<file path="src/rtl/sram_axi_arbiter.sv">
// Shares one AXI3 master port between the core's instruction and data SRAM ports.
// Single-beat transfers, one transaction in flight, stall held until all of this cycle's requests finish.
module sram_axi_arbiter #(
    parameter logic [3:0]  INST_ID = 4'd0,
    parameter logic [3:0]  DATA_ID = 4'd1,
    parameter int unsigned ADDR_W  = 32,
    parameter int unsigned DATA_W  = 32
) (
    input  logic              clk,
    input  logic              rst,

    input  logic              inst_sram_en,
    input  logic [ADDR_W-1:0] inst_sram_addr,
    output logic [DATA_W-1:0] inst_sram_rdata,

    input  logic              data_sram_en,
    input  logic [3:0]        data_sram_wen,
    input  logic [ADDR_W-1:0] data_sram_addr,
    input  logic [DATA_W-1:0] data_sram_wdata,
    output logic [DATA_W-1:0] data_sram_rdata,

    output logic              stallreq_for_axi,

    output logic [3:0]        arid,
    output logic [ADDR_W-1:0] araddr,
    output logic              arvalid,
    input  logic              arready,

    input  logic [DATA_W-1:0] rdata,
    input  logic              rvalid,
    output logic              rready,

    output logic [3:0]        awid,
    output logic [ADDR_W-1:0] awaddr,
    output logic              awvalid,
    input  logic              awready,

    output logic [DATA_W-1:0] wdata,
    output logic [3:0]        wstrb,
    output logic              wvalid,
    input  logic              wready,

    input  logic              bvalid,
    output logic              bready
);

    typedef enum logic [2:0] {
        StIdle,
        StRdAr,
        StRdR,
        StWrAwW,
        StWrB
    } state_e;

    state_e              r_state;
    state_e              w_state_next;

    logic                r_sel_data;
    logic [ADDR_W-1:0]   r_addr;
    logic [DATA_W-1:0]   r_wdata;
    logic [3:0]          r_wstrb;
    logic                r_inst_done;
    logic                r_data_done;
    logic                r_aw_ok;
    logic                r_w_ok;
    logic [DATA_W-1:0]   r_inst_rdata;
    logic [DATA_W-1:0]   r_data_rdata;

    logic                w_req_data;
    logic                w_req_inst;
    logic                w_aw_done;
    logic                w_w_done;
    logic                w_stall;

    assign w_req_data = data_sram_en & ~r_data_done;
    assign w_req_inst = inst_sram_en & ~r_inst_done;
    // Handshake already recorded, or happening this cycle.
    assign w_aw_done  = r_aw_ok | (awvalid & awready);
    assign w_w_done   = r_w_ok | (wvalid & wready);
    assign w_stall    = rst & ((r_state != StIdle) | w_req_data | w_req_inst);

    assign stallreq_for_axi = w_stall;
    assign inst_sram_rdata  = r_inst_rdata;
    assign data_sram_rdata  = r_data_rdata;

    assign arid   = r_sel_data ? DATA_ID : INST_ID;
    assign araddr = r_addr;
    assign awid   = DATA_ID;
    assign awaddr = r_addr;
    assign wdata  = r_wdata;
    assign wstrb  = r_wstrb;

    always_ff @(posedge clk) begin
        if (!rst) begin
            r_state <= StIdle;
        end else begin
            r_state <= w_state_next;
        end
    end

    always_comb begin
        w_state_next = r_state;
        arvalid      = 1'b0;
        rready       = 1'b0;
        awvalid      = 1'b0;
        wvalid       = 1'b0;
        bready       = 1'b0;
        unique case (r_state)
            StIdle: begin
                if (w_req_data) begin
                    w_state_next = (data_sram_wen == 4'b0000) ? StRdAr : StWrAwW;
                end else if (w_req_inst) begin
                    w_state_next = StRdAr;
                end
            end
            StRdAr: begin
                arvalid = 1'b1;
                if (arready) begin
                    w_state_next = StRdR;
                end
            end
            StRdR: begin
                rready = 1'b1;
                if (rvalid) begin
                    w_state_next = StIdle;
                end
            end
            StWrAwW: begin
                awvalid = ~r_aw_ok;
                wvalid  = ~r_w_ok;
                if (w_aw_done && w_w_done) begin
                    w_state_next = StWrB;
                end
            end
            StWrB: begin
                bready = 1'b1;
                if (bvalid) begin
                    w_state_next = StIdle;
                end
            end
            default: w_state_next = StIdle;
        endcase
    end

    always_ff @(posedge clk) begin
        if (!rst) begin
            r_sel_data   <= 1'b0;
            r_addr       <= '0;
            r_wdata      <= '0;
            r_wstrb      <= '0;
            r_inst_done  <= 1'b0;
            r_data_done  <= 1'b0;
            r_aw_ok      <= 1'b0;
            r_w_ok       <= 1'b0;
            r_inst_rdata <= '0;
            r_data_rdata <= '0;
        end else begin
            if (r_state == StIdle) begin
                if (w_req_data) begin
                    r_sel_data <= 1'b1;
                    r_addr     <= data_sram_addr;
                    r_wdata    <= data_sram_wdata;
                    r_wstrb    <= data_sram_wen;
                end else if (w_req_inst) begin
                    r_sel_data <= 1'b0;
                    r_addr     <= inst_sram_addr;
                end
            end

            if ((r_state == StRdR) && rvalid) begin
                if (r_sel_data) begin
                    r_data_rdata <= rdata;
                    r_data_done  <= 1'b1;
                end else begin
                    r_inst_rdata <= rdata;
                    r_inst_done  <= 1'b1;
                end
            end

            if (r_state == StWrAwW) begin
                if (w_aw_done && w_w_done) begin
                    r_aw_ok <= 1'b0;
                    r_w_ok  <= 1'b0;
                end else begin
                    r_aw_ok <= w_aw_done;
                    r_w_ok  <= w_w_done;
                end
            end

            if ((r_state == StWrB) && bvalid) begin
                r_data_done <= 1'b1;
            end

            // Core advances on any edge without a stall; the next cycle's requests start fresh.
            if (!w_stall) begin
                r_inst_done <= 1'b0;
                r_data_done <= 1'b0;
            end
        end
    end

endmodule

</file>
<file path="config.mk">
export PLATFORM = sky130hd
export DESIGN_NAME = sram_axi_arbiter
export DESIGN_NICKNAME = d
export VERILOG_FILES = /design/src/rtl/sram_axi_arbiter.sv
export SDC_FILE = /design/constraint.sdc
export NUM_CORES = 1
export LEC_CHECK = 0
export CAP_MARGIN = 40
export CORE_UTILIZATION = 34
export CTS_CLUSTER_SIZE = 40
export DETAILED_ROUTE_END_ITERATION = 6
export PLACE_DENSITY = 0.76
export SLEW_MARGIN = 30
export SYNTH_ARGS = -nofsm -noshare
export SYNTH_HDL_FRONTEND = slang
export SYNTH_SLANG_ARGS = --single-unit
export TNS_END_PERCENT = 20
</file>
<file path="constraint.sdc">
create_clock -name clk -period 1.4 [get_ports clk]
set_clock_uncertainty 0.05 [all_clocks]
set_input_delay 0.28 -clock clk [delete_from_list [all_inputs] [get_ports clk]]
set_output_delay 0.28 -clock clk [all_outputs]
set_load 0.05 [all_outputs]
</file>
# After elaboration in Yosys (flattened, before gate mapping)

Cells that the tools add are included.

Reduce and logical (&&, ||, !) cells: 16
Multiplexer cells: 23
Bitwise operators: 14
Equal/unequal tests: 9

Operators by type and width:

| operator                                            | count |
|---|---|
| 2-to-1 mux 32 bit                                   | 2 |
| 2-to-1 mux 3 bit                                    | 6 |
| one-hot mux 3 bit (5 select lines)                  | 1 |
| 2-to-1 mux 1 bit                                    | 13 |
| AND reduction 2 bit                                 | 6 |
| != test 2 bit, second input constant                | 4 |
| equality test 3 x 2 -> 1 bit, second input constant | 2 |
| nonzero test 2 bit                                  | 3 |
| AND 1 bit                                           | 5 |
| inverter 1 bit                                      | 5 |
| AND reduction 5 bit                                 | 1 |
| zero test 4 bit                                     | 1 |
| bitwise OR 1 bit                                    | 4 |
| equality test 3 x 1 -> 1 bit, second input constant | 1 |
| equality test 3 bit, second input constant          | 1 |
| logical AND 1 bit                                   | 3 |
| zero test 3 bit                                     | 1 |
| != test 3 bit, second input constant                | 1 |
| nonzero test 3 bit                                  | 1 |
| 2-to-1 mux 2 bit                                    | 1 |

Logic and storage cells: 73
Output and inout port bits: 178
Register bits: 140
Bits of input ports: 141

# Longest topological paths before layout

Depth in word-level cells: 7
Mapped depth: 7
Mapped depth without buffers: 4

# Worst setup path before layout

OpenSTA, ideal clock, no wires.

Path kind: register to register
Start: register r_state[0]
End: register r_data_done
Clock period less this slack: 2.153 ns
Cell stages (with the launch flop): 5
Path slack: -0.753 ns
Buffers on the path: 1
Setup time: 0.077 ns
Data arrival time: 2.026 ns
Data required time: 1.273 ns
Cell sequence: dfxtp_1 > buf_2 > nor3b_1 > a21oi_1 > a21boi_0

Longest elaborated chain between the ends: 5
Elaborated cells between the ends (all ways): 13
Classes of those cells: 2 x eq/ne; 1 x mux; 3 x bitwise; 7 x reduce/logical

RTL lines:

| element                        | RTL line | text |
|---|---|---|
| start: declaration             | 55       | `state_e r_state;` |
| start signal: assignment       | 95       | `r_state <= StIdle;` |
| start signal: assignment       | 97       | `r_state <= w_state_next;` |
| nonzero test 3 bit             | 80       | `assign w_stall = rst & ((r_state != StIdle) \| w_req_data \| w_req_inst);` |
| bitwise OR 1 bit (2 in series) | 80       |  |
| AND 1 bit                      | 80       |  |
| AND reduction 2 bit (no line)  | -        |  |
| end signal: assignment         | 152      | `r_data_done <= 1'b0;` |
| end signal: assignment         | 173      | `r_data_done <= 1'b1;` |
| end signal: assignment         | 191      | `r_data_done <= 1'b1;` |
| end: declaration               | 63       | `logic r_data_done;` |

Parallel ways exist; a longest one is shown, timed or not.
A chain may end at the register's enable or synchronous reset.

# Worst setup path in the final report

Start: register r_state[0]
End: output bready

Longest elaborated chain between the ends: 2

RTL lines:

| element             | RTL line | text |
|---|---|---|
| equality test 3 bit | 108      | `unique case (r_state)` |
| 2-to-1 mux 1 bit    | 108      |  |
| end: declaration    | 44       | `output logic bready` |

Every way passes these cells.

==> metrics.yaml <==
grt:
  grt_pass1_wl_um: 33400
  grt_antenna_before_repair: 1
  grt_start_max_net_pins: 71
  grt.overflow.total: 0
  grt_pass1_vias: 6254
  grt_usage_pct: 26.6
logic_synthesis:
  ys_warn_count: 0
  yosysTopAreaCell: "dfxtp_1"
  yosysUniqueCellTypes: 30
  avgSynthCellArea_um2: 8.04
  synthTopCellsByArea: "dfxtp_1 51%, nand2_1 12%, o21ai_0 6.3%"
  syn_inst: 680
  synth_area_um2: 5470
  yosys.area.top_type_share_pct: 51.2
  yosysSeqAreaShare_pct: 51.2
  synth-seq-cells: 140
min_path:
  hp-start: "rst"
  hold_depth: 4
  hold_class: "in -> reg"
  worstHoldEndpoint: "data_sram_rdata[14]"
power_and_ir_drop:
  peakVddDrop_mv: 0.815
  clkPwrFrac_pct: 27.6
  share_seq_of_total_power_pct: 31.0
  power_switching_mw: 5.80
  combPwrFrac_pct: 41.3
  p_int_mw: 10.2
  total_leakage_power_nw: 4.66
  switching_share_pct: 36.2
  powerDensity_nw_per_um2: 1320
timing:
  timing.hold.ws_ns: 0.266
  final_max_slew_viol_count: 0
  finalHoldViolCount: 0
  finalCriticalPeriod_ns: 1.82
  period_share_pct: 130
  setup_violations: 144
  timing.final.ws_setup_ns: -0.421
  fmax_ghz: 0.549
  rsz0062_at_grt: "true"
detailed_routing:
  antenna_left: 0
  wirelength_um: 22700
  drt_iter0_markers: 268
  drc: 0
  via_per_inst: 5.01
  vias: 6076
  wl_per_cell_um: 18.7
  first_pass_iters: 4
critical_path:
  r2r_start: "r_state[2]"
  timing_worst_setup_path_type: "reg -> out"
  reg2reg_to: "araddr[28]"
  endpoint_kind: "output port"
  worst_ep_required_time_ns: 1.07
  crit_arrival_ns: 1.49
  crit_chain: "buf_6 -> buf_6 -> nor3b_2 -> buf_4 -> buf_12"
  r2r_slack_ns: -0.35
  setup.worst_path.start_class: "register"
  cpPeakStageDelay_ns: 0.35
  r2r_cells: 8
  worst_path_max_delay_cell: "dfxtp_4"
  path_max_fanout: 3
  cp_common_cell: "buf_6"
job:
  max_cap_viol_count: 0
clock_network:
  cts.htree.levels: 4
  cts_tree: "done"
  cts_buffers: 17
  cts_root_buf: "clkbuf_16"
  clk_latency_ns: 0.41
  clock_path_buffers: 2
  cts.sinks: 140
  clk_pin_slew_ns: 0.06
final_layout:
  layout-drive-gt1-share_pct: 41.2
  layout_commonest_cell: "buf_12"
  fill_cells: 876
  final_cell_mix: "186 x buf_12, 172 x nand2_1, 139 x clkdlybuf4s50_1, 104 x dfxtp_1, 45 x nand3_1"
  instances_no_fill: 1213
  final_util_pct: 78.7
  syn_to_final_growth_pct: 122
  num-nets-final: 1128
floorplan:
  io_pins: 319
  core_area_um2: 15400
  num_rows: 45
  die_area_um2: 16600
  fp.dieH_um: 129
  die_w_um: 129
  start_util_pct: 35.5
placement:
  finalWeightedCongestion: 0.762
  portBuffers: 311
  dp_hpwl_um: 14400
  numPlacedInstances: 1150
run_status:
  violations: "setup timing"
  status: "finished, violations left"
==> logic make-up after synthesis <==
kind of cell    Yosys count  share of synthesized area (%)
compound gates          148                           16.1
buf+inv                  98                           10.0
flops                   140                           51.2
other cells               2                          0.137
simple gates            292                           22.5
==> worst max-delay path: cells and delay by family, from the launching register on <==
kind	cells	cell delay, ns
DFF	1	0.35
and+or+nand+nor	1	0.20
buffers and inverters	4	0.52
==> layout make-up <==
class                      count  area (um2)  area share [%]
multi-input combinational    447        2700            22.2
clock buffer                  18         439            3.62
tap                          211         264            2.17
timing repair buffer         378        5730            47.2
inverter                       3        11.3          0.0927
antenna                        2        5.00          0.0412
sequential                   140        2860            23.5
clock inverter                14         136            1.12
==> metrics by stage <==
stage	power (mW)	TNS (ns)	setup WS, ns	area [um2]
after floorplan	7.61	-26.19	-0.390	5610
after global placement	10.4	-29.94	-0.368	10500
after detailed placement	10.5	-36.47	-0.530	10500
after CTS	15.7	-26.50	-0.438	11900
after global routing	16.5	-37.70	-0.479	12100
final	16.0	-28.49	-0.421	12100
==> how the worst max path moves through the flow <==
stage | from | end | slack (ns) | depth (start not counted)
2_1_floorplan | r_state[0] | inst_sram_rdata[24] | -0.39 | 7
3_3_place_gp | inst_sram_en | araddr[29] | -0.37 | 6
3_5_place_dp | data_sram_en | araddr[23] | -0.53 | 6
4_1_cts | r_state[0] | wvalid | -0.44 | 5
5_1_grt | r_state[1] | wvalid | -0.48 | 5
6_report | r_state[0] | bready | -0.42 | 5
==> synthesized netlist by cell type <==
library cell,n
a311oi_1,32
a31oi_1,2
dfxtp_1,140
nand2_1,173
buf_4,41
a21boi_2,1
nor3_2,1
and3b_1,1
o21ai_0,69
clkbuf_1,30
and2_1,2
a21oi_1,40
buf_2,15
buf_1,8
nor3b_1,1
a21boi_1,1
nand2b_1,5
conb_1,2
nand3b_1,2
inv_1,2
nand3_1,65
a21boi_0,1
inv_2,1
o21a_1,1
nor4_1,1
buf_6,1
nor2b_1,1
nor2_1,39
nor3b_2,1
o31ai_1,1
==> flip-flops by register name, indices dropped and copies added (netlist names), 3 cells and up <==
signal	flops
araddr	32
wdata	32
r_state	3
inst_sram_rdata	32
data_sram_rdata	32
wstrb	4
==> power by group through the flow <==
stage               registers [mW]  logic, mW  clock network (mW)
floorplan                     5.74       1.88                   0
global placement              4.91       5.48                   0
detailed placement            4.93       5.57                   0
CTS                           4.94       6.31                4.49
global route                  5.01       6.84                4.67
finish                        4.96       6.61                4.42
==> routing by layer <==
layer	vias to the layer above	track usage (%)	wire [um]
li1	2875	-	-
met1	2881	26.8	7970
met2	265	48.6	12000
met3	55	10.1	1960
met4	0	11.6	802
met5	-	0	0
==> what timing repair did <==
action                     in CTS  in global routing
gates cloned                    6                  2
pin swaps                      37                 13
resized for setup             148                 56
buffers inserted               14                 12
setup endpoints to repair     153                161
hold buffers                    0                  0
(Power assumes the default switching activity.)
